==> src/rtl/l2_port_arbiter_if.sv <==
// Bundle of the I-cache miss port, D-cache miss/writeback port and the shared
// L2/memory line port.
//   slave  : arbiter view (accepts cache requests, drives the memory port)
//   master : environment view (issues cache requests, answers the memory port)
interface l2_port_arbiter_if #(
  parameter int unsigned ADDR_W = 32,
  parameter int unsigned LINE_W = 256
);
  // I-cache side
  logic              imem_read;
  logic [ADDR_W-1:0] imem_addr;
  logic [LINE_W-1:0] imem_rdata;
  logic              imem_resp;
  // D-cache side
  logic              dmem_read;
  logic              dmem_write;
  logic [ADDR_W-1:0] dmem_addr;
  logic [LINE_W-1:0] dmem_wdata;
  logic [LINE_W-1:0] dmem_rdata;
  logic              dmem_resp;
  // Shared memory port
  logic              mem_read;
  logic              mem_write;
  logic [ADDR_W-1:0] mem_addr;
  logic [LINE_W-1:0] mem_wdata;
  logic [LINE_W-1:0] mem_rdata;
  logic              mem_resp;

  modport slave (
    input  imem_read, imem_addr,
    output imem_rdata, imem_resp,
    input  dmem_read, dmem_write, dmem_addr, dmem_wdata,
    output dmem_rdata, dmem_resp,
    output mem_read, mem_write, mem_addr, mem_wdata,
    input  mem_rdata, mem_resp
  );

  modport master (
    output imem_read, imem_addr,
    input  imem_rdata, imem_resp,
    output dmem_read, dmem_write, dmem_addr, dmem_wdata,
    input  dmem_rdata, dmem_resp,
    input  mem_read, mem_write, mem_addr, mem_wdata,
    output mem_rdata, mem_resp
  );
endinterface

==> src/rtl/l2_port_arbiter.sv <==
// Registered arbiter sharing one L2/memory line port between the I-cache miss
// path and the D-cache miss/writeback path. D has priority, but after
// STARVE_MAX consecutive D grants with an I request waiting, I is forced to win.
// Ports:
//   clk  : clock
//   rst  : synchronous active-high reset
//   bus  : l2_port_arbiter_if.slave (I-cache, D-cache and memory port signals)
// All outputs are driven directly from flops.
module l2_port_arbiter #(
  parameter int unsigned ADDR_W     = 32,
  parameter int unsigned LINE_W     = 256,
  parameter int unsigned STARVE_MAX = 4
) (
  input  logic                  clk,
  input  logic                  rst,
  l2_port_arbiter_if.slave      bus
);

  localparam int unsigned CNT_W = 4;

  typedef enum logic [1:0] {
    IDLE   = 2'd0,
    BUSY_I = 2'd1,
    BUSY_D = 2'd2,
    DONE   = 2'd3
  } state_e;

  state_e            state_q, state_d;
  logic [CNT_W-1:0]  starve_cnt_q, starve_cnt_d;
  logic              mem_read_q, mem_read_d;
  logic              mem_write_q, mem_write_d;
  logic [ADDR_W-1:0] mem_addr_q, mem_addr_d;
  logic [LINE_W-1:0] mem_wdata_q, mem_wdata_d;
  logic              imem_resp_q, imem_resp_d;
  logic              dmem_resp_q, dmem_resp_d;
  logic [LINE_W-1:0] imem_rdata_q, imem_rdata_d;
  logic [LINE_W-1:0] dmem_rdata_q, dmem_rdata_d;

  logic d_req_c;
  logic i_forced_c;
  logic grant_d_c;
  logic grant_i_c;

  // Arbitration decision, only acted on in IDLE
  assign d_req_c    = bus.dmem_read | bus.dmem_write;
  assign i_forced_c = bus.imem_read && (starve_cnt_q == CNT_W'(STARVE_MAX));
  assign grant_d_c  = (state_q == IDLE) && d_req_c && !i_forced_c;
  assign grant_i_c  = (state_q == IDLE) && !grant_d_c && bus.imem_read;

  // State and datapath registers
  always_ff @(posedge clk) begin
    if (rst) begin
      state_q      <= IDLE;
      starve_cnt_q <= '0;
      mem_read_q   <= 1'b0;
      mem_write_q  <= 1'b0;
      mem_addr_q   <= '0;
      mem_wdata_q  <= '0;
      imem_resp_q  <= 1'b0;
      dmem_resp_q  <= 1'b0;
      imem_rdata_q <= '0;
      dmem_rdata_q <= '0;
    end else begin
      state_q      <= state_d;
      starve_cnt_q <= starve_cnt_d;
      mem_read_q   <= mem_read_d;
      mem_write_q  <= mem_write_d;
      mem_addr_q   <= mem_addr_d;
      mem_wdata_q  <= mem_wdata_d;
      imem_resp_q  <= imem_resp_d;
      dmem_resp_q  <= dmem_resp_d;
      imem_rdata_q <= imem_rdata_d;
      dmem_rdata_q <= dmem_rdata_d;
    end
  end

  // Next-state logic
  always_comb begin
    state_d = state_q;
    case (state_q)
      IDLE: begin
        if (grant_d_c)      state_d = BUSY_D;
        else if (grant_i_c) state_d = BUSY_I;
      end
      BUSY_I, BUSY_D: begin
        if (bus.mem_resp) state_d = DONE;
      end
      // Requester still shows its old request here, so never arbitrate in DONE
      DONE:    state_d = IDLE;
      default: state_d = IDLE;
    endcase
  end

  // Next values of the registered outputs and starvation counter
  always_comb begin
    starve_cnt_d = starve_cnt_q;
    mem_read_d   = mem_read_q;
    mem_write_d  = mem_write_q;
    mem_addr_d   = mem_addr_q;
    mem_wdata_d  = mem_wdata_q;
    imem_rdata_d = imem_rdata_q;
    dmem_rdata_d = dmem_rdata_q;
    imem_resp_d  = 1'b0;
    dmem_resp_d  = 1'b0;
    case (state_q)
      IDLE: begin
        if (grant_d_c) begin
          mem_addr_d = bus.dmem_addr;
          // Read+write together issues as a write
          if (bus.dmem_write) begin
            mem_wdata_d = bus.dmem_wdata;
            mem_write_d = 1'b1;
            mem_read_d  = 1'b0;
          end else begin
            mem_write_d = 1'b0;
            mem_read_d  = 1'b1;
          end
          if (!bus.imem_read) begin
            starve_cnt_d = '0;
          end else if (starve_cnt_q < CNT_W'(STARVE_MAX)) begin
            starve_cnt_d = starve_cnt_q + CNT_W'(1);
          end
        end else if (grant_i_c) begin
          mem_addr_d   = bus.imem_addr;
          mem_write_d  = 1'b0;
          mem_read_d   = 1'b1;
          starve_cnt_d = '0;
        end
      end
      BUSY_I: begin
        if (bus.mem_resp) begin
          mem_read_d   = 1'b0;
          mem_write_d  = 1'b0;
          imem_rdata_d = bus.mem_rdata;
          imem_resp_d  = 1'b1;
        end
      end
      BUSY_D: begin
        if (bus.mem_resp) begin
          mem_read_d  = 1'b0;
          mem_write_d = 1'b0;
          // Writes leave the returned-line register untouched
          if (mem_read_q) dmem_rdata_d = bus.mem_rdata;
          dmem_resp_d = 1'b1;
        end
      end
      default: ;
    endcase
  end

  assign bus.mem_read   = mem_read_q;
  assign bus.mem_write  = mem_write_q;
  assign bus.mem_addr   = mem_addr_q;
  assign bus.mem_wdata  = mem_wdata_q;
  assign bus.imem_resp  = imem_resp_q;
  assign bus.dmem_resp  = dmem_resp_q;
  assign bus.imem_rdata = imem_rdata_q;
  assign bus.dmem_rdata = dmem_rdata_q;

endmodule

==> src/flat_wrapper.sv <==
// flat-port wrapper written by rule: the top's interface ports become plain ports
module l2_port_arbiter_flat 
#(
  parameter int unsigned ADDR_W     = 32,
  parameter int unsigned LINE_W     = 256,
  parameter int unsigned STARVE_MAX = 4
)
  (clk, rst, bus_imem_read, bus_imem_addr, bus_imem_rdata, bus_imem_resp, bus_dmem_read, bus_dmem_write, bus_dmem_addr, bus_dmem_wdata, bus_dmem_rdata, bus_dmem_resp, bus_mem_read, bus_mem_write, bus_mem_addr, bus_mem_wdata, bus_mem_rdata, bus_mem_resp);
  l2_port_arbiter_if #(.ADDR_W(ADDR_W), .LINE_W(LINE_W)) bus_i ();
  input  logic clk;
  input  logic rst;
  input wire logic [$bits(bus_i.imem_read)-1:0] bus_imem_read;
  input wire logic [$bits(bus_i.imem_addr)-1:0] bus_imem_addr;
  output wire logic [$bits(bus_i.imem_rdata)-1:0] bus_imem_rdata;
  output wire logic [$bits(bus_i.imem_resp)-1:0] bus_imem_resp;
  input wire logic [$bits(bus_i.dmem_read)-1:0] bus_dmem_read;
  input wire logic [$bits(bus_i.dmem_write)-1:0] bus_dmem_write;
  input wire logic [$bits(bus_i.dmem_addr)-1:0] bus_dmem_addr;
  input wire logic [$bits(bus_i.dmem_wdata)-1:0] bus_dmem_wdata;
  output wire logic [$bits(bus_i.dmem_rdata)-1:0] bus_dmem_rdata;
  output wire logic [$bits(bus_i.dmem_resp)-1:0] bus_dmem_resp;
  output wire logic [$bits(bus_i.mem_read)-1:0] bus_mem_read;
  output wire logic [$bits(bus_i.mem_write)-1:0] bus_mem_write;
  output wire logic [$bits(bus_i.mem_addr)-1:0] bus_mem_addr;
  output wire logic [$bits(bus_i.mem_wdata)-1:0] bus_mem_wdata;
  input wire logic [$bits(bus_i.mem_rdata)-1:0] bus_mem_rdata;
  input wire logic [$bits(bus_i.mem_resp)-1:0] bus_mem_resp;
  assign bus_i.imem_read = bus_imem_read;
  assign bus_i.imem_addr = bus_imem_addr;
  assign bus_imem_rdata = bus_i.imem_rdata;
  assign bus_imem_resp = bus_i.imem_resp;
  assign bus_i.dmem_read = bus_dmem_read;
  assign bus_i.dmem_write = bus_dmem_write;
  assign bus_i.dmem_addr = bus_dmem_addr;
  assign bus_i.dmem_wdata = bus_dmem_wdata;
  assign bus_dmem_rdata = bus_i.dmem_rdata;
  assign bus_dmem_resp = bus_i.dmem_resp;
  assign bus_mem_read = bus_i.mem_read;
  assign bus_mem_write = bus_i.mem_write;
  assign bus_mem_addr = bus_i.mem_addr;
  assign bus_mem_wdata = bus_i.mem_wdata;
  assign bus_i.mem_rdata = bus_mem_rdata;
  assign bus_i.mem_resp = bus_mem_resp;
  l2_port_arbiter #(.ADDR_W(ADDR_W), .LINE_W(LINE_W), .STARVE_MAX(STARVE_MAX)) u_core (.clk(clk), .rst(rst), .bus(bus_i));
endmodule
==> config.mk <==
export PLATFORM = sky130hd
export DESIGN_NAME = l2_port_arbiter_flat
export DESIGN_NICKNAME = d
export VERILOG_FILES = /design/src/rtl/l2_port_arbiter_if.sv /design/src/rtl/l2_port_arbiter.sv /design/src/flat_wrapper.sv
export SDC_FILE = /design/constraint.sdc
export NUM_CORES = 2
export LEC_CHECK = 0
export BUFFER_PORTS_ARGS = -buffer_cell sky130_fd_sc_hd__clkbuf_2
export CORE_AREA = 2 2 541 543
export CTS_BUF_LIST = sky130_fd_sc_hd__clkbuf_4
export DETAILED_ROUTE_END_ITERATION = 16
export DIE_AREA = 0 0 543 545
export PLACE_DENSITY = 0.3
export SETUP_SLACK_MARGIN = 0.15
export SKIP_LAST_GASP = 1
export SYNTH_ARGS = -nofsm -noshare
export SYNTH_HDL_FRONTEND = slang
export SYNTH_SLANG_ARGS = --single-unit
export TNS_END_PERCENT = 50
==> constraint.sdc <==
create_clock -name clk -period 1.7 [get_ports clk]
set_clock_uncertainty 0.05 [all_clocks]
set_input_delay 0.255 -clock clk [delete_from_list [all_inputs] [get_ports clk]]
set_output_delay 0.255 -clock clk [all_outputs]
set_load 0.1 [all_outputs]
=== After elaboration in Yosys (flattened, before gate mapping) ===
Cells that the tools add are included.

* Flip-flop bits (word level): 810
* Latch bits: 0
* Memory bits (writable): 0
* Bits in read-only memories: 0
* Input bits: 582
* Output and inout port bits: 804
* Word-level logic and storage cells: 62
* Memories: 0

* $add $sub $neg: 1
* Multiply operators: 0
* Divide/modulo/power cells: 0
* $lt $le $gt $ge: 1
* Equality and inequality tests: 7
* Shifts and indexed selects: 0
* Muxes and demuxes: 20
* Bitwise logic cells: 3
* Reductions and logical operators: 20

{| class="wikitable"
|+ Operator list
! operator !! number
|-
| 32-bit two-way mux || 2
|-
| 4-bit two-way mux || 4
|-
| 3-bit AND reduction || 4
|-
| 1-bit two-way mux || 8
|-
| 2-bit two-way mux || 3
|-
| 2-bit one-hot mux with 3 select lines || 1
|-
| 2-bit AND reduction || 3
|-
| 2-bit OR reduction || 3
|-
| 1-bit logical AND || 5
|-
| 4-bit by 1-bit adder with 4-bit output (second input constant) || 1
|-
| 2-bit equality test (second input constant) || 2
|-
| 4-bit by 3-bit equality test with 1-bit output (second input constant) || 1
|-
| 4-bit by 3-bit < comparator with 1-bit output (second input constant) || 1
|-
| 1-bit one-hot mux with 2 select lines || 2
|-
| 2-bit nonzero test || 2
|-
| 3-bit by 1-bit != test with 1-bit output (second input constant) || 1
|-
| 3-bit != test (second input constant) || 1
|-
| 2-bit by 1-bit equality test with 1-bit output (second input constant) || 1
|-
| 1-bit logical NOT || 2
|-
| 2-bit logical NOT || 1
|-
| 2-bit by 1-bit != test with 1-bit output (second input constant) || 1
|-
| 1-bit inverter || 2
|-
| 1-bit bitwise OR || 1
|}

=== Logic depth before layout (Yosys ltp) ===
* Depth after elaboration: 10
* Gate-level depth with buffers: 9
* Gate-level depth less buffers: 6

=== Worst setup path after synthesis ===
No wires, ideal clock.

* Kind: register -> register
* Start: register u_core.mem_read_q (netlist: u_core.bus.mem_read)
* End: register u_core.dmem_rdata_q[215] (netlist: u_core.bus.dmem_rdata[215])
* Library setup time: 0.070 ns
* Data arrival time: 1.864 ns
* Data required time: 1.580 ns
* Setup slack: -0.284 ns
* Stages on the path, launching flop included: 7
* Buffers on the path: 3
* Cell sequence: dfxtp_1 > and3_1 > clkbuf_1 > buf_2 > buf_2 > nand2_1 > a21oi_1

* Longest elaborated chain between the ends: 1

{| class="wikitable"
|+ Ends and longest elaborated chain
! element !! line !! source
|-
| start, declared || l2_port_arbiter.sv:30 || <nowiki>logic mem_read_q, mem_read_d;</nowiki>
|-
| start signal, assigned || l2_port_arbiter.sv:66 || <nowiki>mem_read_q <= mem_read_d;</nowiki>
|-
| 3-bit AND reduction (no source line) || - ||
|-
| end signal, assigned || l2_port_arbiter.sv:73 || <nowiki>dmem_rdata_q <= dmem_rdata_d;</nowiki>
|-
| end, declared || l2_port_arbiter.sv:37 || <nowiki>logic [LINE_W-1:0] dmem_rdata_q, dmem_rdata_d;</nowiki>
|}

Every way passes these cells.
A chain may end at the register's enable or synchronous reset.

=== Worst setup path in the final report ===
* Start: register u_core.mem_wdata_q[221] (netlist: u_core.bus.mem_wdata[221])
* End: output port bus_mem_wdata[221]

{| class="wikitable"
|+ RTL lines
! element !! line !! source
|-
| start, declared || l2_port_arbiter.sv:33 || <nowiki>logic [LINE_W-1:0] mem_wdata_q, mem_wdata_d;</nowiki>
|-
| start signal, assigned || l2_port_arbiter.sv:69 || <nowiki>mem_wdata_q <= mem_wdata_d;</nowiki>
|-
| end, declared || flat_wrapper.sv:25 || <nowiki>output wire logic [$bits(bus_i.mem_wdata)-1:0] bus_mem_wdata;</nowiki>
|}

No word-level cell between the ends.

==> impl_metrics.ini <==
[status]
status = finished with violations
violations = negative setup slack

[synthesis]
synth_area_um2 = 28300
synth_cell_type_count = 35
synthFlopType = dfxtp_1
yosysWarnings = 0
synth_cells = 3585
synth_top_cell_by_area = dfxtp_1
ys_seq_elements = 810
postSynthAreaPerCell_um2 = 7.90
synth_top_area_share_pct = 57.2
synth-edff-count = 0
ys_top_cells_by_area = dfxtp_1 (57%), nand2_1 (21%), a21oi_1 (14%)
yosysSeqAreaShare_pct = 57.2
synth_fp_nets = 4174
async_flop_share_pct = 0

[clocking]
clockRootBuffer = clkbuf_4
cts_made_buffers = 268
cts.path.max_buffers = 4
clkTransAtPathRegs_ns = 0.07
clkLatencyLatePin_ns = 1.25
cts_max_level = 5
cts.sinks = 810
cts_tree = built

[critical_path]
path_class = reg2out
crit_arrival_ns = 1.86
crit_family = flip-flops
crit_buf_inv = 1
crit_path_top_delay_cell = dfxtp_4
end_kind = primary output
critPathMaxStageDelay_ns = 0.40
start_kind = flop
crit_chain = clkbuf_16
required_ns = 1.39
crit_fanout = 2

[place]
port_buffers = 1385
post-place-ws_ns = -0.120
hpwl_mm = 174
dpl-instance-area_um2 = 42400
gp_congestion = 0.928

[floorplanning]
fp.dieArea_um2 = 296000
dieWidth_um = 543
ioPinCount = 1386
fp.dieH_um = 545
start_util_pct = 9.77
num_rows = 198
design.core.area_um2 = 290000

[grt]
grt_pass1_wl_mm = 301
grtUsageTotal_pct = 14.4
grt_antenna_before_repair = 107
grt_max_degree = 96
first_global_vias = 38200
grt_overflow = 0

[pwr]
leakage_nw = 29.1
totalPowerFinal_mw = 87.1
power_density_nw_per_um2 = 1180
ir_drop_v = 0.00108

[detailed_routing]
routed_wl_mm = 223
drc = 0
first_pass_iters = 5
initialDrtViolationCount = 1731
wl_per_cell_um = 21.0
vias = 37200
ant_nets = 0
vias_per_cell = 3.50

[cells_and_area]
utilization_pct = 25.5
layout_commonest_cell = nand2_1
drive_gt1_share_pct = 44.9
fill_cells = 31000
fin_nets = 7113
regArea_um2 = 17500
area_growth_pct = 161
multi_input_area_um2 = 10800
final_cell_area_um2 = 74000
layout_common_cells = nand2_1 (1,574), dlygate4sd3_1 (1,162), a21oi_1 (774), dfxtp_2 (702), clkbuf_16 (599)

[timing]
tns_ns = -277.28
finalSetupViolCount = 902
layout_min_cycle_time_ns = 2.16
slew_headroom_pct = 61.6
fmax_mhz = 462
maxSlewViolCount = 0
hold_violations = 0
rsz0062_at_grt = yes
post-route-period-util_pct = 127
worst_pin_slew_ns = 0.576
setup_slack_ns = -0.465

[worst_hold_path]
hold_path_class = in2reg

[flow_run]
drv_cap = 0
-- cell type report --
class | count | share of cell area (%)
inverters | 6 | 0.0304
flip-flops and latches | 810 | 23.6
diodes | 44 | 0.149
well taps | 3900 | 6.60
multi-input cells | 2491 | 14.5
clock inverters | 56 | 0.611
repair buffers | 2947 | 50.7
clock buffers | 370 | 3.76
-- path summary, 6_finish.rpt --
check	from	endpoint	slack, ns	cells after the start
hold reg to reg	u_core.bus.mem_wdata[90]	u_core.bus.mem_wdata[90]	0.42	2
setup / recovery	u_core.bus.mem_wdata[221]	bus_mem_wdata[221]	-0.46	1
setup reg to reg	u_core.starve_cnt_q[0]	u_core.bus.mem_wdata[37]	-0.08	8
hold / removal	bus_dmem_wdata[220]	u_core.bus.mem_wdata[220]	0.28	5
-- worst min-delay path, cell delays in order --
cell and delay [ns]:
dlygate4sd3_1 0.54, clkbuf_2 0.10, dlygate4sd3_1 0.54, nand2_1 0.06, a21oi_1 0.05
-- routing by layer --
metal  vias up  track usage (%)  routed length, µm
met5         -                0                595
met4        90             5.40               8430
met3       457             6.64              23500
met2      1584             22.9              99500
met1     17300             16.7              91000
li1      17700                -                  -
-- through the flow --
stage / cells / hold WS (ns)
4_1_cts: 10500 / 0.00807
6_report: 10600 / 0.279
2_1_floorplan: 3585 / 0.326
3_5_place_dp: 8814 / 0.396
5_1_grt: 10600 / 0.0917
3_3_place_gp: 8814 / 0.390
-- state kept, by name, indices dropped and copies added, names as in the netlist --
register,count
u_core.state_q,2
u_core.bus.imem_resp,1
u_core.bus.mem_addr,32
u_core.bus.dmem_rdata,256
u_core.bus.mem_write,1
u_core.bus.imem_rdata,256
u_core.bus.dmem_resp,1
u_core.bus.mem_read,1
u_core.starve_cnt_q,4
u_core.bus.mem_wdata,256
-- synthesized netlist by cell type, drive strengths merged, types with 3 or more instances --
library cell  count
inv               6
buf             134
dfxtp           810
a21oi           774
nor2             37
a311oi           32
and3              3
o21ai             6
nand2          1576
nor3              3
nand3            36
ha                7
clkbuf          144
-- logic make-up after synthesis --
family | after synthesis | share of synthesized area, %
AND/OR/NAND/NOR | 1664 | 22.5
adder cells (fa/ha/maj) | 7 | 0.309
AO/OA/AOI/OAI | 820 | 15.0
flip-flops | 810 | 57.2
buffers and inverters | 284 | 5.01
-- power by group --
group | internal (mW) | leakage, nW | switching, mW | total [mW]
registers | 21.7 | 6.98 | 2.38 | 24.1
clock network | 10.9 | 1.91 | 10.4 | 21.3
logic | 15.7 | 20.2 | 26.1 | 41.8
total | 48.3 | 29.1 | 38.8 | 87.1
-- what timing repair did --
item / in CTS / in global routing
setup buffers: 52 / 125
hold buffers: 1163 / 0
setup endpoints to repair: 1507 / 1603
endpoints found under the hold margin: 810 / 0
gates resized for setup: 3043 / 142
Power figures use the tool's default switching activity.
